[config.mk]
export PLATFORM = sky130hd
export DESIGN_NAME = regfile_write_arbiter
export DESIGN_NICKNAME = d
export VERILOG_FILES = /design/src/rtl/regfile_write_arbiter.sv
export SDC_FILE = /design/constraint.sdc
export NUM_CORES = 1
export LEC_CHECK = 0
export BUFFER_PORTS_ARGS = -buffer_cell sky130_fd_sc_hd__buf_2
export CORE_MARGIN = 2
export CORE_UTILIZATION = 30
export CTS_BUF_LIST = sky130_fd_sc_hd__clkbuf_8
export CTS_CLUSTER_SIZE = 8
export DETAILED_ROUTE_END_ITERATION = 10
export PLACE_DENSITY = 0.57
export REMOVE_ABC_BUFFERS = 1
export SKIP_CTS_REPAIR_TIMING = 1
export SKIP_LAST_GASP = 1
export SYNTH_ARGS = -nofsm -noshare
export SYNTH_HDL_FRONTEND = slang
export SYNTH_SLANG_ARGS = --single-unit
[constraint.sdc]
create_clock -name clock -period 4.2 [get_ports clock]
set_clock_uncertainty 0.2 [all_clocks]
set_input_delay 1.26 -clock clock [delete_from_list [all_inputs] [get_ports clock]]
set_output_delay 1.26 -clock clock [all_outputs]
set_load 0.005 [all_outputs]
[src/rtl/regfile_write_arbiter.sv]
// regfile_write_arbiter
//   Shares the single register-file write port between the in-order pipeline
//   writeback and the multi-cycle multiply/divide unit. It tracks the multdiv
//   destination in a one-entry scoreboard and buffers a multdiv result that
//   collides with a pipeline write. A multdiv exception becomes a status write
//   to r30. The write port is driven from registers.
//
// Ports
//   clock, reset                  rising-edge clock, async active-low reset
//   pl_valid/pl_reg/pl_data       pipeline writeback request
//   pl_ready                      pipeline write accepted (0 = pipeline holds)
//   md_start/md_op/md_dest        multdiv issue (op: 0 = mult, 1 = div)
//   md_rdy/md_exception/md_result multdiv completion pulse, exception, result
//   rs_addr/rt_addr               decode-stage source registers
//   md_busy                       multdiv operation outstanding
//   md_hazard                     decode must stall (RAW/WAW on multdiv dest)
//   ctrl_writeEnable/ctrl_writeReg/data_writeReg  registered regfile write port
module regfile_write_arbiter #(
  parameter int unsigned MAX_WAIT    = 2,
  parameter int unsigned WAIT_W      = 2,
  parameter int unsigned RSTATUS_MUL = 4,
  parameter int unsigned RSTATUS_DIV = 5
) (
  input  logic        clock,
  input  logic        reset,
  input  logic        pl_valid,
  input  logic [4:0]  pl_reg,
  input  logic [31:0] pl_data,
  output logic        pl_ready,
  input  logic        md_start,
  input  logic        md_op,
  input  logic [4:0]  md_dest,
  input  logic        md_rdy,
  input  logic        md_exception,
  input  logic [31:0] md_result,
  input  logic [4:0]  rs_addr,
  input  logic [4:0]  rt_addr,
  output logic        md_busy,
  output logic        md_hazard,
  output logic        ctrl_writeEnable,
  output logic [4:0]  ctrl_writeReg,
  output logic [31:0] data_writeReg
);

  typedef enum logic [1:0] {
    IDLE = 2'd0,
    BUSY = 2'd1,
    PEND = 2'd2
  } state_t;

  localparam logic [4:0]        STATUS_REG = 5'd30;
  localparam logic [WAIT_W-1:0] WAIT_MAX   = WAIT_W'(MAX_WAIT);

  state_t            state_q, state_d;
  logic [4:0]        dest_q;
  logic              op_q;
  logic [4:0]        pend_reg_q;
  logic [31:0]       pend_data_q;
  logic [WAIT_W-1:0] wait_q, wait_d;

  logic              grant;
  logic [4:0]        grant_reg;
  logic [31:0]       grant_data;
  logic              pend_load;
  logic [4:0]        md_reg;
  logic [31:0]       md_data;

  // Exception redirect is resolved before buffering, so the pending entry
  // already holds the final target and data.
  always_comb begin
    md_reg  = dest_q;
    md_data = md_result;
    if (md_exception) begin
      md_reg  = STATUS_REG;
      md_data = op_q ? 32'(RSTATUS_DIV) : 32'(RSTATUS_MUL);
    end
  end

  always_comb begin
    state_d    = state_q;
    wait_d     = wait_q;
    pl_ready   = 1'b1;
    grant      = 1'b0;
    grant_reg  = pl_reg;
    grant_data = pl_data;
    pend_load  = 1'b0;
    unique case (state_q)
      IDLE: begin
        grant = pl_valid;
        if (md_start) state_d = BUSY;
      end
      BUSY: begin
        if (md_rdy && !pl_valid) begin
          grant      = 1'b1;
          grant_reg  = md_reg;
          grant_data = md_data;
          state_d    = IDLE;
        end else begin
          grant = pl_valid;
          if (md_rdy) begin
            pend_load = 1'b1;
            wait_d    = '0;
            state_d   = PEND;
          end
        end
      end
      PEND: begin
        if (pl_valid && wait_q < WAIT_MAX) begin
          grant  = 1'b1;
          wait_d = wait_q + 1'b1;
        end else begin
          // Drain the buffer; if the pipeline is also writing it is held off
          // for this one cycle and granted from IDLE next cycle.
          pl_ready   = !pl_valid;
          grant      = 1'b1;
          grant_reg  = pend_reg_q;
          grant_data = pend_data_q;
          state_d    = IDLE;
        end
      end
      default: state_d = IDLE;
    endcase
  end

  always_ff @(posedge clock or negedge reset) begin
    if (!reset) begin
      state_q     <= IDLE;
      dest_q      <= '0;
      op_q        <= 1'b0;
      pend_reg_q  <= '0;
      pend_data_q <= '0;
      wait_q      <= '0;
    end else begin
      state_q <= state_d;
      wait_q  <= wait_d;
      if (state_q == IDLE && md_start) begin
        dest_q <= md_dest;
        op_q   <= md_op;
      end
      if (pend_load) begin
        pend_reg_q  <= md_reg;
        pend_data_q <= md_data;
      end
    end
  end

  // Writes to r0 are dropped here; the requester still sees its grant.
  always_ff @(posedge clock or negedge reset) begin
    if (!reset) begin
      ctrl_writeEnable <= 1'b0;
      ctrl_writeReg    <= '0;
      data_writeReg    <= '0;
    end else begin
      ctrl_writeEnable <= grant && (grant_reg != '0);
      if (grant && (grant_reg != '0)) begin
        ctrl_writeReg <= grant_reg;
        data_writeReg <= grant_data;
      end
    end
  end

  assign md_busy   = (state_q != IDLE);
  assign md_hazard = md_busy && (dest_q != '0) &&
                     ((rs_addr == dest_q) || (rt_addr == dest_q) ||
                      (pl_valid && (pl_reg == dest_q)));

endmodule

### Word level (Yosys, flattened, before mapping)

Index checks and enable logic that the tools add are counted.

* memories: 0
* ROM bits: 0
* bits in latches: 0
* word-level logic and storage cells: 64
* bits in writable memories: 0
* output and inout bits: 41
* register bits: 85
* input port bits: 91

* $mul: 0
* div/mod/pow operators: 0
* shift-type cells: 0
* $lt $le $gt $ge: 1
* equality and inequality tests: 11
* reduce and logical (&&, ||, !) cells: 17
* $add $sub $neg: 1
* bitwise gates (word level): 0
* multiplexer cells: 25

Operators by type and width (number)
* 32-bit 2-to-1 mux: 3
* 32-bit one-hot mux with 2 select lines: 1
* 5-bit equality test: 3
* 5-bit 2-to-1 mux: 3
* 2-bit 2-to-1 mux: 7
* 2-bit != test, second input constant: 5
* 5-bit one-hot mux with 2 select lines: 1
* 5-bit nonzero test: 2
* 1-bit logical AND: 7
* 1-bit 2-to-1 mux: 7
* 2-bit one-hot mux with 3 select lines: 1
* 2-bit one-hot mux with 2 select lines: 1
* 4-bit AND reduction: 1
* 2-bit nonzero test: 2
* 3-bit != test, second input constant: 1
* 1-bit one-hot mux with 3 select lines: 1
* 3-bit AND reduction: 1
* 2-bit by 1-bit adder with 2-bit output, second input constant: 1
* 2-bit by 1-bit equality test with 1-bit output, second input constant: 1
* 2-bit equality test, second input constant: 1
* 2-bit zero test: 1
* 1-bit logical OR: 2
* 2-bit less-than comparator, second input constant: 1
* 1-bit zero test: 1

### Longest topological paths before layout

Gate-level depths: netlist of run 1.

* depth in word-level cells: 6
* gate-level depth with buffers: 9
* gate-level depth less buffers: 7

### Least setup slack after synthesis of run 1

Ideal clock, no wire load.

* path type: input -> output
* from: input pl_reg[3]
* to: output md_hazard
* data required time: 2.740 ns
* buffers on the path: 0
* data arrival time: 1.941 ns
* path slack: 0.799 ns
* stages: 4
* path through: xor2_1 -> nor4_1 -> nand3_1 -> a31oi_1

* longest elaborated chain between the ends: 4

Ends and longest elaborated chain
* start: declaration: line 27 `input logic [4:0] pl_reg,`
* 5-bit equality test: line 165 `(pl_valid && (pl_reg == dest_q)));`
* 1-bit logical AND: line 165
* 1-bit logical OR: line 164 `((rs_addr == dest_q) || (rt_addr == dest_q) ||`
* 1-bit logical AND: line 163 `assign md_hazard = md_busy && (dest_q != '0) &&`
* end: declaration: line 39 `output logic md_hazard,`

No other way between the ends.

### Worst setup path after layout of run 1

Ends and elaborated chain as after synthesis.

==> results of run 1 <==
## synth_stat cells, drive strengths merged
| cell type | number |
|---|---|
| nor2 | 44 |
| nand4b | 1 |
| a31oi | 1 |
| mux2i | 1 |
| ha | 5 |
| a221o | 36 |
| a221oi | 2 |
| a32oi | 1 |
| nand2b | 4 |
| o21ai | 44 |
| nand3 | 6 |
| dfrtp | 85 |
| inv | 7 |
| nor3 | 3 |
| nand2 | 73 |
| o22ai | 1 |
| xnor2 | 5 |
| or4 | 3 |
| a21oi | 6 |
| nor2b | 1 |
| o21ba | 1 |
| nor4 | 1 |
| xor2 | 10 |
| clkbuf | 22 |
| buf | 11 |
| mux2 | 43 |
## per-stage QoR
stage               hold WS [ns]  area, µm²  cells
floorplan                 0.2509       4199    384
global placement          0.2630       5195    707
detailed placement        0.2722       5195    707
CTS                       0.2921       5453    723
global route              0.3194       5453    723
finish                    0.2905       5453    723
## where the power goes
group / internal (mW) / leakage [nW] / switching, mW
combinational: 1.11 / 1.42 / 0.891
sequential: 1.22 / 1.08 / 0.257
clock: 0.429 / 0.126 / 0.304
## final cells by class
type | count | area [µm²] | share of cell area (%)
Multi-Input combinational cell | 292 | 2081 | 38.16
Clock inverter | 5 | 106.4 | 1.950
Timing Repair Buffer | 139 | 730.7 | 13.40
Inverter | 7 | 26.28 | 0.4819
Tap cell | 184 | 230.2 | 4.222
Sequential cell | 85 | 2127 | 39.01
Clock buffer | 11 | 151.4 | 2.776
## metal layers
| layer | up-vias | wire length [µm] | GRT usage (%) |
|---|---|---|---|
| li1 | 1697 | - | - |
| met1 | 1640 | 5128 | 18.29 |
| met2 | 103 | 5049 | 23.27 |
| met3 | 8 | 648 | 4.510 |
| met4 | 0 | 102 | 3.268 |
| met5 | - | 0 | 0 |
## tightest hold or removal path: stages, from the launching register on
cell and delay [ns]:
dfrtp_1 0.35, nand2_1 0.05, o21ai_0 0.06
## worst min-delay path by stage
stage,to,cells past startpoint
after floorplan,pend_reg_q[1]$_DFFE_PN0P_,2
after global placement,pend_data_q[10]$_DFFE_PN0P_,2
after detailed placement,pend_data_q[4]$_DFFE_PN0P_,2
after CTS,pend_data_q[4]$_DFFE_PN0P_,2
after global routing,pend_data_q[16]$_DFFE_PN0P_,2
final,pend_data_q[2]$_DFFE_PN0P_,2
## sequential cells by signal, indices dropped and copies added (netlist names)
register and flops:
pend_data_q 32, state_q 2, op_q 1, wait_q 2, data_writeReg 32, pend_reg_q 5
ctrl_writeReg 5, ctrl_writeEnable 1, dest_q 5
## cell families after synthesis
logic type                 count (synthesis)  share of synthesized area (%)
DFF                                       85                          48.49
AOI/OAI and AO/OA                         92                          15.69
muxes                                     44                          13.75
buffers and inverters                     40                          4.877
xor gates and xnor gates                  15                          2.995
adders and majority gates                  5                          1.426
and+or+nand+nor                          136                          12.78
==> impl_metrics.json, run 1 <==
{
  "fmax_mhz": 266.4,
  "clockRootBuffer": "clkbuf_8",
  "yosysWarnings": 0,
  "fin_util_pct": 37.80,
  "critPathTopFamily": "simple AND/OR/NAND/NOR gates",
  "htreeDepth": 3,
  "cp_common_cell": "buf_2",
  "cp-endpoint": "md_hazard",
  "rsz0062_at_grt": "false",
  "seq_area_frac_synth_pct": 48.49,
  "rr_startpoint": "state_q[0]$_DFFE_PN0P_",
  "outcome": "finished clean",
  "critPathBufInv": 2,
  "syn-mean-instance-area_um2": 10.52,
  "power_mw": 4.202,
  "dr.pass1.iters": 6,
  "final_common_cell": "buf_2",
  "slew_violations": 0,
  "drive_gt1_share_pct": 38.03,
  "place.gp.congestion": 0.7390,
  "ys_ff_latch": 85,
  "gr-total-overflow": 0,
  "synth.distinct_cells": 33,
  "drc": 0,
  "slowest_stage": "nor4_1",
  "crit_path_end_kind": "output port",
  "fin_nets": 630,
  "crit_chain": "buf_2 > xor2_1 > nor4_1 > nand3_1 > a31oi_1 > buf_2",
  "crit_path_start_kind": "input pin",
  "grt_pass1_vias": 3382,
  "critical_path_class": "in -> out",
  "ir_drop_mv": 0.3303,
  "antenna_left": 0,
  "cts_buffers": 9,
  "crit_required_ns": 2.74,
  "vias_per_cell": 4.769,
  "clockBufferDepth": 2,
  "max_stage_delay_ns": 0.29,
  "r2r_cells": 9,
  "layout_common_cells": "130 x buf_2, 85 x dfrtp_1, 73 x nand2_1",
  "area_growth_pct": 24.30,
  "clock_latency_ns": 0.36,
  "die_h_um": 124.9,
  "yosys.area.top_type": "dfrtp_1",
  "drt-wirelength-per-cell_um": 15.11,
  "cp_num_cells": 6,
  "setup-tns-final_ns": 0,
  "cp_data_arrival_time_ns": 2.29,
  "track_usage_pct": 14.14,
  "synth.area.top_cells": "dfrtp_1 48%, mux2_4 9.9%, a221o_1 8.2%",
  "dp_hpwl_um": 7315,
  "rows": 44,
  "totalWireLength_um": 10930,
  "num_vias": 3448,
  "worstHoldStart": "pend_data_q[2]$_DFFE_PN0P_",
  "r2r_end": "data_writeReg[22]$_DFFE_PN0P_",
  "netlist.area_leader.share_pct": 48.49,
  "io_pins": 132,
  "core_um2": 14420,
  "worst_slew_pin_slew_ns": 1.093,
  "start_util_pct": 30.41,
  "period_minus_slack_ns": 3.754,
  "drt-initial-drc-count": 186,
  "grt_pass1_wl_um": 17570,
  "finalSetupViolCount": 0,
  "maxCapViolCount": 0,
  "cp_max_fo": 3,
  "diodes": 0,
  "antenna_found_initial": 0,
  "clk_pin_slew_worst_paths_ns": 0.08,
  "reg2reg_setup_slack_ns": 1.39,
  "cp-startpoint": "pl_reg[3]",
  "die_area_um2": 15610,
  "hold_violations": 0,
  "fp.dieW_um": 124.9,
  "setup_slack_ns": 0.4456,
  "clkSinkCount": 85,
  "leakage_nw": 2.629,
  "syn_inst": 417,
  "cts_tree": "yes",
  "relSlewSlack_pct": 27.13,
  "synth_area_um2": 4387,
  "fillers": 1470,
  "hp-class": "reg -> reg",
  "period_share_pct": 89.39,
  "pre_cts_ws_ns": 0.4615,
  "portBuffers": 131,
  "power_density_nw_per_um2": 770.6,
  "grt_max_degree": 86
}
Power figures use the tool's default switching activity.
==> run 2, diff against run 1 <==
--- a/config.mk
+++ b/config.mk
@@ -6,12 +6,14 @@
 export NUM_CORES = 1
 export LEC_CHECK = 0
 export BUFFER_PORTS_ARGS = -buffer_cell sky130_fd_sc_hd__buf_2
+export CELL_PAD_IN_SITES_DETAIL_PLACEMENT = 1
+export CELL_PAD_IN_SITES_GLOBAL_PLACEMENT = 1
 export CORE_MARGIN = 2
 export CORE_UTILIZATION = 30
 export CTS_BUF_LIST = sky130_fd_sc_hd__clkbuf_8
 export CTS_CLUSTER_SIZE = 8
 export DETAILED_ROUTE_END_ITERATION = 10
-export PLACE_DENSITY = 0.57
+export PLACE_DENSITY_LB_ADDON = 0.12
 export REMOVE_ABC_BUFFERS = 1
 export SKIP_CTS_REPAIR_TIMING = 1
 export SKIP_LAST_GASP = 1
==> impl_metrics.json, run 2 (synthesis gave the netlist of run 1 again) <==
{
  "cts_tree": "yes",
  "drt-met1-wl_um": 6005,
  "dr.pass1.iters": 4,
  "reg_top3": "data_writeReg x32, pend_data_q x32",
  "fin_util_pct": 37.36,
  "period_share_pct": 88.95,
  "clockBufferDepth": 2,
  "outcome": "finished clean",
  "crit_required_ns": 2.74,
  "worstHoldStart": "pend_data_q[30]$_DFFE_PN0P_",
  "clockRootBuffer": "clkbuf_8",
  "gr-total-overflow": 0,
  "die_h_um": 124.9,
  "fp.dieW_um": 124.9,
  "fin_area_um2": 5389,
  "power_density_nw_per_um2": 764.7,
  "grt_pass1_wl_um": 20810,
  "num_vias": 3556,
  "dp.cells": 708,
  "ir_drop_mv": 0.4205,
  "vias_per_cell": 4.932,
  "finalSetupViolCount": 0,
  "hp-class": "reg -> reg",
  "track_usage_pct": 16.76,
  "relSlewSlack_pct": 16.49,
  "drt-initial-drc-count": 140,
  "fin_cells": 721,
  "start_util_pct": 30.41,
  "crit_path_end_kind": "output port",
  "totalWireLength_um": 12710,
  "slowest_stage": "nor4_1",
  "grt_max_degree": 56,
  "period_minus_slack_ns": 3.736,
  "worst_slew_pin_slew_ns": 1.251,
  "place.gp.congestion": 0.7241,
  "drt-wirelength-per-cell_um": 17.63,
  "clock_latency_ns": 0.36,
  "area_growth_pct": 22.85,
  "maxCapViolCount": 0,
  "dp_hpwl_um": 8535,
  "final_common_cell": "buf_2",
  "layout_common_cells": "130 x buf_2, 85 x dfrtp_1, 73 x nand2_1",
  "max_stage_delay_ns": 0.30,
  "hold_path_end": "pend_data_q[30]$_DFFE_PN0P_",
  "portBuffers": 131,
  "cts_buffers": 9,
  "r2r_end": "data_writeReg[27]$_DFFE_PN0P_",
  "r2r_cells": 9,
  "top_layer": "met4",
  "clkSinkCount": 85,
  "routed-wl-met2_um": 5936,
  "leakage_nw": 2.605,
  "hold_violations": 0,
  "htreeDepth": 3,
  "drive_gt1_share_pct": 37.80,
  "antenna_found_initial": 0,
  "cp_data_arrival_time_ns": 2.28,
  "crit_chain": "buf_2 > xor2_1 > nor4_1 > nand3_1 > a31oi_1 > buf_2",
  "fin_nets": 631,
  "met3WireLength_um": 592,
  "drc": 0,
  "grt_pass1_vias": 3830,
  "critical_path_class": "in -> out",
  "die_area_um2": 15610,
  "place_area_um2": 5202,
  "rows": 44,
  "cp_max_fo": 3,
  "fmax_mhz": 267.7,
  "core_um2": 14420,
  "rr_startpoint": "state_q[1]$_DFFE_PN0P_",
  "clk_pin_slew_worst_paths_ns": 0.08,
  "crit_path_start_kind": "input pin",
  "cp_common_cell": "buf_2",
  "hold_depth": 2,
  "io_pins": 132,
  "setup-tns-final_ns": 0,
  "antenna_left": 0,
  "reg2reg_setup_slack_ns": 1.27,
  "slew_violations": 0,
  "diodes": 0,
  "rsz0062_at_grt": "false"
}
==> run 2: metal layers <==
metal | GRT usage, % | vias up
met2 | 27.23 | 94
met4 | 5.490 | 0
met5 | 0 | -
met1 | 22.59 | 1755
li1 | - | 1695
met3 | 3.265 | 12
==> run 2: critical path: cells and delay by family <==
family                    cells  cell delay (ns)
AOI/OAI and AO/OA             1             0.19
xor gates and xnor gates      1             0.15
buffers and inverters         2             0.26
and+or+nand+nor               2             0.41
==> run 2: per-stage QoR <==
step	power, mW	setup WS [ns]	hold WS, ns
after CTS	4.183	0.4694	0.2943
after detailed placement	3.577	0.4881	0.2749
after global placement	3.531	0.4844	0.2631
after global routing	4.439	0.2845	0.3109
final	4.121	0.4643	0.2869
after floorplan	2.865	-1.014	0.2509
==> run 2: cell type report <==
type | instances | area (µm²)
fillers | 1673 | 9035
flip-flops and latches | 85 | 2127
multi-input cells | 292 | 2081
repair buffers | 140 | 738.2
well taps | 184 | 230.2
clock buffers | 11 | 151.4
clock inverters | 2 | 35.03
inverters | 7 | 26.28
==> run 2: report_power, final <==
part | internal, mW | leakage [nW] | switching [mW]
clock | 0.297 | 0.0971 | 0.299
sequential | 1.22 | 1.08 | 0.261
combinational | 1.11 | 1.43 | 0.942
==> run 2: worst max-delay path by stage <==
stage,startpoint,end
2_1_floorplan,md_rdy,data_writeReg[16]$_DFFE_PN0P_
3_3_place_gp,pl_reg[3],md_hazard
3_5_place_dp,pl_reg[3],md_hazard
4_1_cts,pl_reg[3],md_hazard
5_1_grt,pl_reg[3],md_hazard
6_report,pl_reg[3],md_hazard
